==> config.mk <==
export PLATFORM = sky130hd
export DESIGN_NAME = divider_8bit_flat
export DESIGN_NICKNAME = d
export VERILOG_FILES = /design/src/rtl/divider_8bit_pkg.sv /design/src/rtl/divider_8bit_if.sv /design/src/rtl/divider_8bit_sub.sv /design/src/rtl/divider_8bit.sv /design/src/flat_wrapper.sv
export SDC_FILE = /design/constraint.sdc
export NUM_CORES = 1
export LEC_CHECK = 0
export CELL_PAD_IN_SITES_DETAIL_PLACEMENT = 1
export CELL_PAD_IN_SITES_GLOBAL_PLACEMENT = 1
export CORE_ASPECT_RATIO = 0.9
export CORE_MARGIN = 3
export CORE_UTILIZATION = 39
export DETAILED_ROUTE_END_ITERATION = 8
export MAX_ROUTING_LAYER = met4
export PLACE_DENSITY = 0.9
export REMOVE_ABC_BUFFERS = 1
export SYNTH_ARGS = -nofsm -noshare
export SYNTH_HDL_FRONTEND = slang
export SYNTH_SLANG_ARGS = --single-unit
==> constraint.sdc <==
create_clock -name clk -period 2.7 [get_ports clk]
set_clock_uncertainty 0.2 [all_clocks]
set_input_delay 0.54 -clock clk [delete_from_list [all_inputs] [get_ports clk]]
set_output_delay 0.54 -clock clk [all_outputs]
set_load 0.03 [all_outputs]
==> src/rtl/divider_8bit_pkg.sv <==
// ============================================================================
// Module      : divider_8bit_pkg
// Description : Shared widths, iteration count and FSM state encodings for the
//               sequential restoring divider.
// Revision    : 1.0 - initial release
// ============================================================================
`default_nettype none

package divider_8bit_pkg;

    // Datapath width of operands and results
    localparam int DATA_WIDTH = 8;

    // One quotient bit is produced per iteration
    localparam int DIV_ITER = 8;

    // Iteration counter width; it wraps from the last step back to zero
    localparam int CNT_W = 3;

    // Controller state encodings
    localparam logic [1:0] ST_IDLE = 2'd0;
    localparam logic [1:0] ST_BUSY = 2'd1;
    localparam logic [1:0] ST_DONE = 2'd2;

endpackage : divider_8bit_pkg

`default_nettype wire

==> src/rtl/divider_8bit_if.sv <==
// ============================================================================
// Module      : divider_8bit_if
// Description : Start/done request bus between the control unit (master) and
//               the divider (slave).
// Revision    : 1.0 - initial release
// ============================================================================
`default_nettype none

interface divider_8bit_if
    import divider_8bit_pkg::*;
#(
    parameter int WIDTH = DATA_WIDTH
) ();

    logic             start;
    logic [WIDTH-1:0] dividend;
    logic [WIDTH-1:0] divisor;
    logic             busy;
    logic             done;
    logic [WIDTH-1:0] quotient;
    logic [WIDTH-1:0] remainder;
    logic             div_by_zero;

    // Control unit side: issues requests, observes status and results
    modport master (
        output start, dividend, divisor,
        input  busy, done, quotient, remainder, div_by_zero
    );

    // Divider side
    modport slave (
        input  start, dividend, divisor,
        output busy, done, quotient, remainder, div_by_zero
    );

endinterface : divider_8bit_if

`default_nettype wire

==> src/rtl/divider_8bit_sub.sv <==
// ============================================================================
// Module      : subtractor_8bit
// Description : Combinational trial subtractor producing a difference and a
//               borrow flag (a < b). Shared with the ALU subtract path.
// Revision    : 1.0 - initial release
// ============================================================================
`default_nettype none

module subtractor_8bit #(
    parameter int WIDTH = 9
) (
    input  wire logic [WIDTH-1:0] a,
    input  wire logic [WIDTH-1:0] b,
    output logic      [WIDTH-1:0] diff,
    output logic                  borrow
);

    logic [WIDTH:0] w_full;

    // One extra bit on the left captures the borrow out of the MSB
    assign w_full = {1'b0, a} - {1'b0, b};
    assign diff   = w_full[WIDTH-1:0];
    assign borrow = w_full[WIDTH];

endmodule : subtractor_8bit

`default_nettype wire

==> src/rtl/divider_8bit.sv <==
// ============================================================================
// Module      : divider_8bit
// Description : Sequential unsigned restoring divider, one quotient bit per
//               clock, MSB first. Results are held until the next accepted
//               start; divide-by-zero completes in a single cycle.
// Revision    : 1.0 - initial release
// ============================================================================
`default_nettype none

module divider_8bit
    import divider_8bit_pkg::*;
#(
    parameter int WIDTH = DATA_WIDTH
) (
    input  wire logic    clk,
    input  wire logic    rst,
    divider_8bit_if.slave bus
);

    localparam logic [CNT_W-1:0] C_LAST_STEP = CNT_W'(DIV_ITER - 1);

    logic [1:0]       state_q,  state_d;
    logic [CNT_W-1:0] count_q,  count_d;
    logic [WIDTH-1:0] q_sh_q,   q_sh_d;     // dividend shifting out / quotient shifting in
    logic [WIDTH:0]   r_q,      r_d;        // partial remainder
    logic [WIDTH:0]   d_q,      d_d;        // zero-extended divisor
    logic [WIDTH-1:0] quot_q,   quot_d;
    logic [WIDTH-1:0] rem_q,    rem_d;
    logic             dbz_q,    dbz_d;

    logic [WIDTH:0]   w_trial_a;
    logic [WIDTH:0]   w_trial_diff;
    logic             w_trial_borrow;
    logic [WIDTH-1:0] w_q_next;
    logic [WIDTH:0]   w_r_next;
    logic             w_unused;

    // The partial remainder always stays below the divisor, so its top bit
    // never feeds the next trial; only the low WIDTH bits are shifted up.
    assign w_trial_a = {r_q[WIDTH-1:0], q_sh_q[WIDTH-1]};
    assign w_unused  = r_q[WIDTH];

    subtractor_8bit #(
        .WIDTH (WIDTH + 1)
    ) u_sub (
        .a      (w_trial_a),
        .b      (d_q),
        .diff   (w_trial_diff),
        .borrow (w_trial_borrow)
    );

    // Restoring step: keep the difference when it did not borrow
    assign w_q_next = {q_sh_q[WIDTH-2:0], ~w_trial_borrow};
    assign w_r_next = w_trial_borrow ? w_trial_a : w_trial_diff;

    // Next-state, datapath and result-register logic
    always_comb begin
        state_d = state_q;
        count_d = count_q;
        q_sh_d  = q_sh_q;
        r_d     = r_q;
        d_d     = d_q;
        quot_d  = quot_q;
        rem_d   = rem_q;
        dbz_d   = dbz_q;

        case (state_q)
            ST_IDLE, ST_DONE: begin
                state_d = ST_IDLE;
                if (bus.start) begin
                    q_sh_d  = bus.dividend;
                    r_d     = '0;
                    d_d     = {1'b0, bus.divisor};
                    count_d = '0;
                    dbz_d   = 1'b0;
                    if (bus.divisor == '0) begin
                        // Nothing to iterate: publish the flagged result now
                        state_d = ST_DONE;
                        quot_d  = '1;
                        rem_d   = bus.dividend;
                        dbz_d   = 1'b1;
                    end else begin
                        state_d = ST_BUSY;
                    end
                end
            end

            ST_BUSY: begin
                q_sh_d  = w_q_next;
                r_d     = w_r_next;
                count_d = count_q + CNT_W'(1);
                if (count_q == C_LAST_STEP) begin
                    // Results become visible only on entry to DONE
                    state_d = ST_DONE;
                    quot_d  = w_q_next;
                    rem_d   = w_r_next[WIDTH-1:0];
                end
            end

            default: begin
                state_d = ST_IDLE;
            end
        endcase
    end

    // State and datapath registers with synchronous reset
    always_ff @(posedge clk) begin
        if (rst) begin
            state_q <= ST_IDLE;
            count_q <= '0;
            q_sh_q  <= '0;
            r_q     <= '0;
            d_q     <= '0;
            quot_q  <= '0;
            rem_q   <= '0;
            dbz_q   <= 1'b0;
        end else begin
            state_q <= state_d;
            count_q <= count_d;
            q_sh_q  <= q_sh_d;
            r_q     <= r_d;
            d_q     <= d_d;
            quot_q  <= quot_d;
            rem_q   <= rem_d;
            dbz_q   <= dbz_d;
        end
    end

    assign bus.busy        = (state_q == ST_BUSY);
    assign bus.done        = (state_q == ST_DONE);
    assign bus.quotient    = quot_q;
    assign bus.remainder   = rem_q;
    assign bus.div_by_zero = dbz_q;

endmodule : divider_8bit

`default_nettype wire

==> src/flat_wrapper.sv <==
// flat-port wrapper written by rule: the top's interface ports become plain ports
module divider_8bit_flat import divider_8bit_pkg::*;
#(
    parameter int WIDTH = DATA_WIDTH
)
  (clk, rst, bus_start, bus_dividend, bus_divisor, bus_busy, bus_done, bus_quotient, bus_remainder, bus_div_by_zero);
  divider_8bit_if #(.WIDTH(WIDTH)) bus_i ();
  input  wire logic clk;
  input  wire logic rst;
  input wire logic [$bits(bus_i.start)-1:0] bus_start;
  input wire logic [$bits(bus_i.dividend)-1:0] bus_dividend;
  input wire logic [$bits(bus_i.divisor)-1:0] bus_divisor;
  output wire logic [$bits(bus_i.busy)-1:0] bus_busy;
  output wire logic [$bits(bus_i.done)-1:0] bus_done;
  output wire logic [$bits(bus_i.quotient)-1:0] bus_quotient;
  output wire logic [$bits(bus_i.remainder)-1:0] bus_remainder;
  output wire logic [$bits(bus_i.div_by_zero)-1:0] bus_div_by_zero;
  assign bus_i.start = bus_start;
  assign bus_i.dividend = bus_dividend;
  assign bus_i.divisor = bus_divisor;
  assign bus_busy = bus_i.busy;
  assign bus_done = bus_i.done;
  assign bus_quotient = bus_i.quotient;
  assign bus_remainder = bus_i.remainder;
  assign bus_div_by_zero = bus_i.div_by_zero;
  divider_8bit #(.WIDTH(WIDTH)) u_core (.clk(clk), .rst(rst), .bus(bus_i));
endmodule
# [Word level (Yosys, flattened, before mapping)]
# Index checks and enable logic that the tools add are counted.
[totals] register_bits=46 in_bits=19 out_inout_bits=19 word_cells=44
[op_classes] add_sub_neg=2 n_eq_ne=6 mux=20 bitwise_logic=1 n_reduce_logical=7
[ops] cell="2-to-1 mux 8 bit" count=9
[ops] cell="case mux 8 bit (2 select lines)" count=4
[ops] cell="subtractor 9 x 8 -> 10 bit" count=1
[ops] cell="logical NOT 8 bit" count=1
[ops] cell="2-to-1 mux 2 bit" count=3
[ops] cell="case mux 3 bit (2 select lines)" count=1
[ops] cell="inequality test 2 x 1 -> 1 bit (second input constant)" count=2
[ops] cell="case mux 2 bit (2 select lines)" count=1
[ops] cell="AND reduction 2 bit" count=2
[ops] cell="AND reduction 4 bit" count=1
[ops] cell="adder 3 x 1 -> 3 bit (second input constant)" count=1
[ops] cell="== test 3 bit (second input constant)" count=1
[ops] cell="2-to-1 mux 3 bit" count=1
[ops] cell="== test 2 x 1 -> 1 bit (second input constant)" count=1
[ops] cell="== test 2 bit (second input constant)" count=1
[ops] cell="logical NOT 2 bit" count=1
[ops] cell="inequality test 2 bit (second input constant)" count=1
[ops] cell="nonzero test 2 bit" count=1
[ops] cell="OR reduction 2 bit" count=1
[ops] cell="2-to-1 mux 1 bit" count=1
[ops] cell="inverter 1 bit" count=1

# [Depth between registers and ports, before layout]
[logic_depth] depth_word=4 depth_mapped=10

# [By module]
# Synthesis repeated with hierarchy kept, for this count alone.
[unflattened] cells_unflattened=299 area_unflattened_um2=2439.8
[by_module_without_submodules] module="divider_8bit" instances=1 cells_each=249 area_per_inst_um2=2070.7 seq_area_each_um2=920.9
[by_module_without_submodules] module="subtractor_8bit" instances=1 cells_each=50 area_per_inst_um2=369.1 seq_area_each_um2=0.0

# [Worst setup path after synthesis]
# No wires, ideal clock.
[synth_path] path_type="reg2reg" startpoint="reg u_core.d_q[6]" endpoint="reg u_core.rem_q[0], in the netlist u_core.bus.remainder[0]" arrival_ns=2.143 setup_slack_ns=0.254 path_stages_with_launch=11 path_buffers=2 period_less_slack_ns=2.446 cell_sequence="dfxtp_1 inv_1 ha_1 buf_6 a21o_1 and2_1 nand2b_4 buf_6 nor2_8 mux2_2 a2111oi_2"
[synth_between] elab_chain_cells=4
[synth_rtl] item="start, declared" line_no="divider_8bit.sv:26" text="logic [WIDTH:0] d_q, d_d;"
[synth_rtl] item="start signal, assigned" line_no="divider_8bit.sv:113" text="d_q <= '0;"
[synth_rtl] item="start signal, assigned" line_no="divider_8bit.sv:122" text="d_q <= d_d;"
[synth_rtl] item="subtractor 9 x 8 -> 10 bit" line_no="divider_8bit_sub.sv:21" text="assign w_full = {1'b0, a} - {1'b0, b};"
[synth_rtl] item="2-to-1 mux 8 bit" line_no="divider_8bit.sv:54" text="assign w_r_next = w_trial_borrow ? w_trial_a : w_trial_diff;"
[synth_rtl] item="2-to-1 mux 8 bit" line_no="divider_8bit.sv:92" text="if (count_q == C_LAST_STEP) begin"
[synth_rtl] item="case mux 8 bit (2 select lines)" line_no="divider_8bit.sv:67" text="case (state_q)"
[synth_rtl] item="end signal, assigned" line_no="divider_8bit.sv:124" text="rem_q <= rem_d;"
[synth_rtl] item="end, declared" line_no="divider_8bit.sv:28" text="logic [WIDTH-1:0] rem_q, rem_d;"
# No other way between the ends. The select of a mux whose other input is x is not followed.
# A chain may end at the register's enable or synchronous reset.

# [Worst setup path after layout]
[layout_path] startpoint="reg u_core.state_q[1]" endpoint="out bus_busy"
[layout_between] elab_chain_cells=1
[layout_rtl] item="start, declared" line_no="divider_8bit.sv:22" text="logic [1:0] state_q, state_d;"
[layout_rtl] item="start signal, assigned" line_no="divider_8bit.sv:118" text="state_q <= state_d;"
[layout_rtl] item="== test 2 x 1 -> 1 bit" line_no="divider_8bit.sv:129" text="assign bus.busy = (state_q == ST_BUSY);"
[layout_rtl] item="end, declared" line_no="flat_wrapper.sv:13" text="output wire logic [$bits(bus_i.busy)-1:0] bus_busy;"
# No other way between the ends.

==> reports/metrics.yaml <==
yosys:
  synth_top_area_frac: 0.406
  synth-compound-area-share: 0.215
  netlist_instances: 270
  async_flop_share: 0
  synth_area_um2: 2270
  synth_edf_count: 0
  yosys.area_share.xor_xnor: 0.0116
  ys_top_cells_by_area: "dfxtp_1 41%, nand2_1 7.3%, nor2_1 7.0%"
  yosysWarnings: 0
  ys.flop_type: "dfxtp_1"
  yosysSeqAreaShare: 0.406
  syn_area_per_cell_um2: 8.39
  synthMuxAreaShare: 0.0226
  yosysMostFrequentCell: "dfxtp_1"
  synth_top_family_by_area: "simple AND/OR/NAND/NOR gates"
  synth-simple-area-share: 0.221
  yosys.cell_types.count: 42
  synth_common_cells: "46 x dfxtp_1, 44 x nand2_1, 42 x nor2_1"
  ys_ff_latch: 46
  yosys.area.top_type: "dfxtp_1"
  synthAdderAreaFrac: 0.0641
clocking:
  cts.sinks: 46
  cts_setup_buffers: 0
  root_buffer: "clkbuf_8"
  clockBufferDepth: 2
  clk_pin_slew_ps: 100
  cts_tree: "built"
  clk_latency_ps: 310
  cts_buffers: 5
  hold_buffers: 0
  htreeDepth: 2
power_and_ir_drop:
  p_per_area_nw_per_um2: 612
  ir_worst_vdd_mv: 0.369
  p_leak_nw: 1.08
placement:
  dp.cells: 366
  dp_hpwl_um: 4660
  io_buffer_count: 37
  pre_cts_slack_ps: 58.5
  globalplace.congestion: 0.865
critical_path:
  worstPathMaxFanout: 11
  cp.arrival_ps: 1790
  critPathKind: "reg2out"
  end_kind: "output port"
  crit_path_start_kind: "register"
  worstPathRequired_ps: 1960
finish:
  fillers: 678
  antenna_cells: 0
  fin_cells: 374
  drive_above_1_share: 0.104
  nets: 336
  syn_to_final_growth_pct: 26.3
timing:
  fin_crit_ps: 2530
  maxSlewViolCount: 0
  post-route-period-util: 0.936
  finalSetupTns_ps: 0
  tightestPinTransition_ps: 994
  hold_viol_final: 0
  relSlewSlack: 0.332
  rsz0062_at_grt: "false"
  worst_slack_ps: 172
  setup_viol: 0
  clock.fmax_ghz: 0.396
floorplan:
  die_h_um: 78.3
  row_count: 25
  initial_utilization: 0.416
  die_width_um: 86.3
  die-area_um2: 6760
  boundaryPins: 38
  design.core.area_um2: 5440
status:
  run_status: "complete, no violations"
detailed_routing:
  num_vias: 2091
  drt.antenna.violating_nets: 0
  firstDrtPassIters: 4
  via_per_inst: 5.59
  avgRoutedWirePerCell_um: 17.0
  drc: 0
  wirelength_um: 6350
  drt_iter0_drc: 131
grt:
  grt_first_pass_wirelength_um: 10600
  grt_overflow: 0
  antenna_found_initial: 0
  grt_max_degree: 42
  grt_use_total: 0.204
  grt_pass1_vias: 2177
min_path:
  hold_class: "reg2reg"
flow_run:
  drv_cap: 0
## cells in the final DEF, fill, tap and decap left out, types with 4 or more instances in the layout
master	netlist	routed
mux2i_1	4	4
dfxtp_1	46	46
a21oi_1	15	15
clkdlybuf4s50_1	0	37
a2111oi_2	6	6
nor2_1	42	42
clkbuf_8	0	5
o21ai_0	14	14
ha_1	10	10
buf_4	0	9
a311oi_1	7	7
inv_1	12	12
nand2_1	44	44
a211oi_1	11	10
## critical path, stage by stage (launching register included)
cell             delay, ps
dfxtp_1                310
nand2b_1               160
inv_1                  280
clkdlybuf4s50_1        740
## final timing paths
check | start | endpoint | slack (ps) | depth (start not counted)
worst min-delay path | u_core.d_q[3]$_SDFFE_PP0P_ | u_core.d_q[3]$_SDFFE_PP0P_ | 260 | 2
worst min register to register | u_core.d_q[3]$_SDFFE_PP0P_ | u_core.d_q[3]$_SDFFE_PP0P_ | 260 | 2
worst max-delay path | u_core.state_q[1]$_SDFFE_PP0N_ | bus_busy | 170 | 3
worst max register to register | u_core.q_sh_q[7]$_SDFFE_PP0P_ | u_core.bus.remainder[6]$_SDFFE_PP0P_ | 170 | 10
## through the flow
step | hold WS, ps | util | total power, W | area (um^2)
finish | 265 | 0.526 | 0.00175 | 2860
global route | 281 | 0.526 | 0.00184 | 2860
CTS | 265 | 0.525 | 0.00176 | 2860
detailed placement | 252 | 0.500 | 0.00113 | 2720
global placement | 242 | 0.500 | 0.00112 | 2720
floorplan | 226 | - | 0.000999 | 2180
## where the power goes
part | total [W] | internal (W) | switching [W]
clock | 0.000627 | 0.000371 | 0.000256
sequential | 0.000731 | 0.000709 | 0.0000220
combinational | 0.000394 | 0.000167 | 0.000228
total | 0.00175 | 0.00125 | 0.000505
## registers in the layout (all words and copies together) (netlist names)
name / flops
u_core.r_q: 8
u_core.bus.remainder: 8
u_core.bus.quotient: 8
u_core.bus.div_by_zero: 1
u_core.count_q: 3
u_core.q_sh_q: 8
u_core.d_q: 8
u_core.state_q: 2
## layer usage
layer	vias up	wire, um	part of all wire	track usage
li1	1011	-	-	-
met4	0	179	0.028	0.0748
met3	17	214	0.034	0.0472
met5	-	0	0	-
met2	43	3080	0.48	0.325
met1	1020	2880	0.45	0.253
## final cells by class
cell class              instances  area, um^2  area share
clock buffers                   5        68.8      0.0240
clock inverters                 3        68.8      0.0240
inverters                      12        45.0      0.0157
multi-input cells             194        1220       0.425
flip-flops and latches         46         921       0.322
well taps                      67        83.8      0.0293
repair buffers                 47         458       0.160
## kinds of logic (layout without fill, tap and decap cells)
kind of cell,count (synthesis),count (layout)
DFF,46,46
and+or+nand+nor,109,109
xor gates and xnor gates,3,3
adders and majority gates,11,11
muxes,5,5
AOI/OAI and AO/OA,66,66
buffers and inverters,30,67
## timing repair
action | 4_1_cts | 5_1_grt
endpoints found under the hold margin | 0 | 0
resized for setup | 0 | 1
endpoints found under the setup margin | 0 | 2
(Power assumes the default switching activity.)
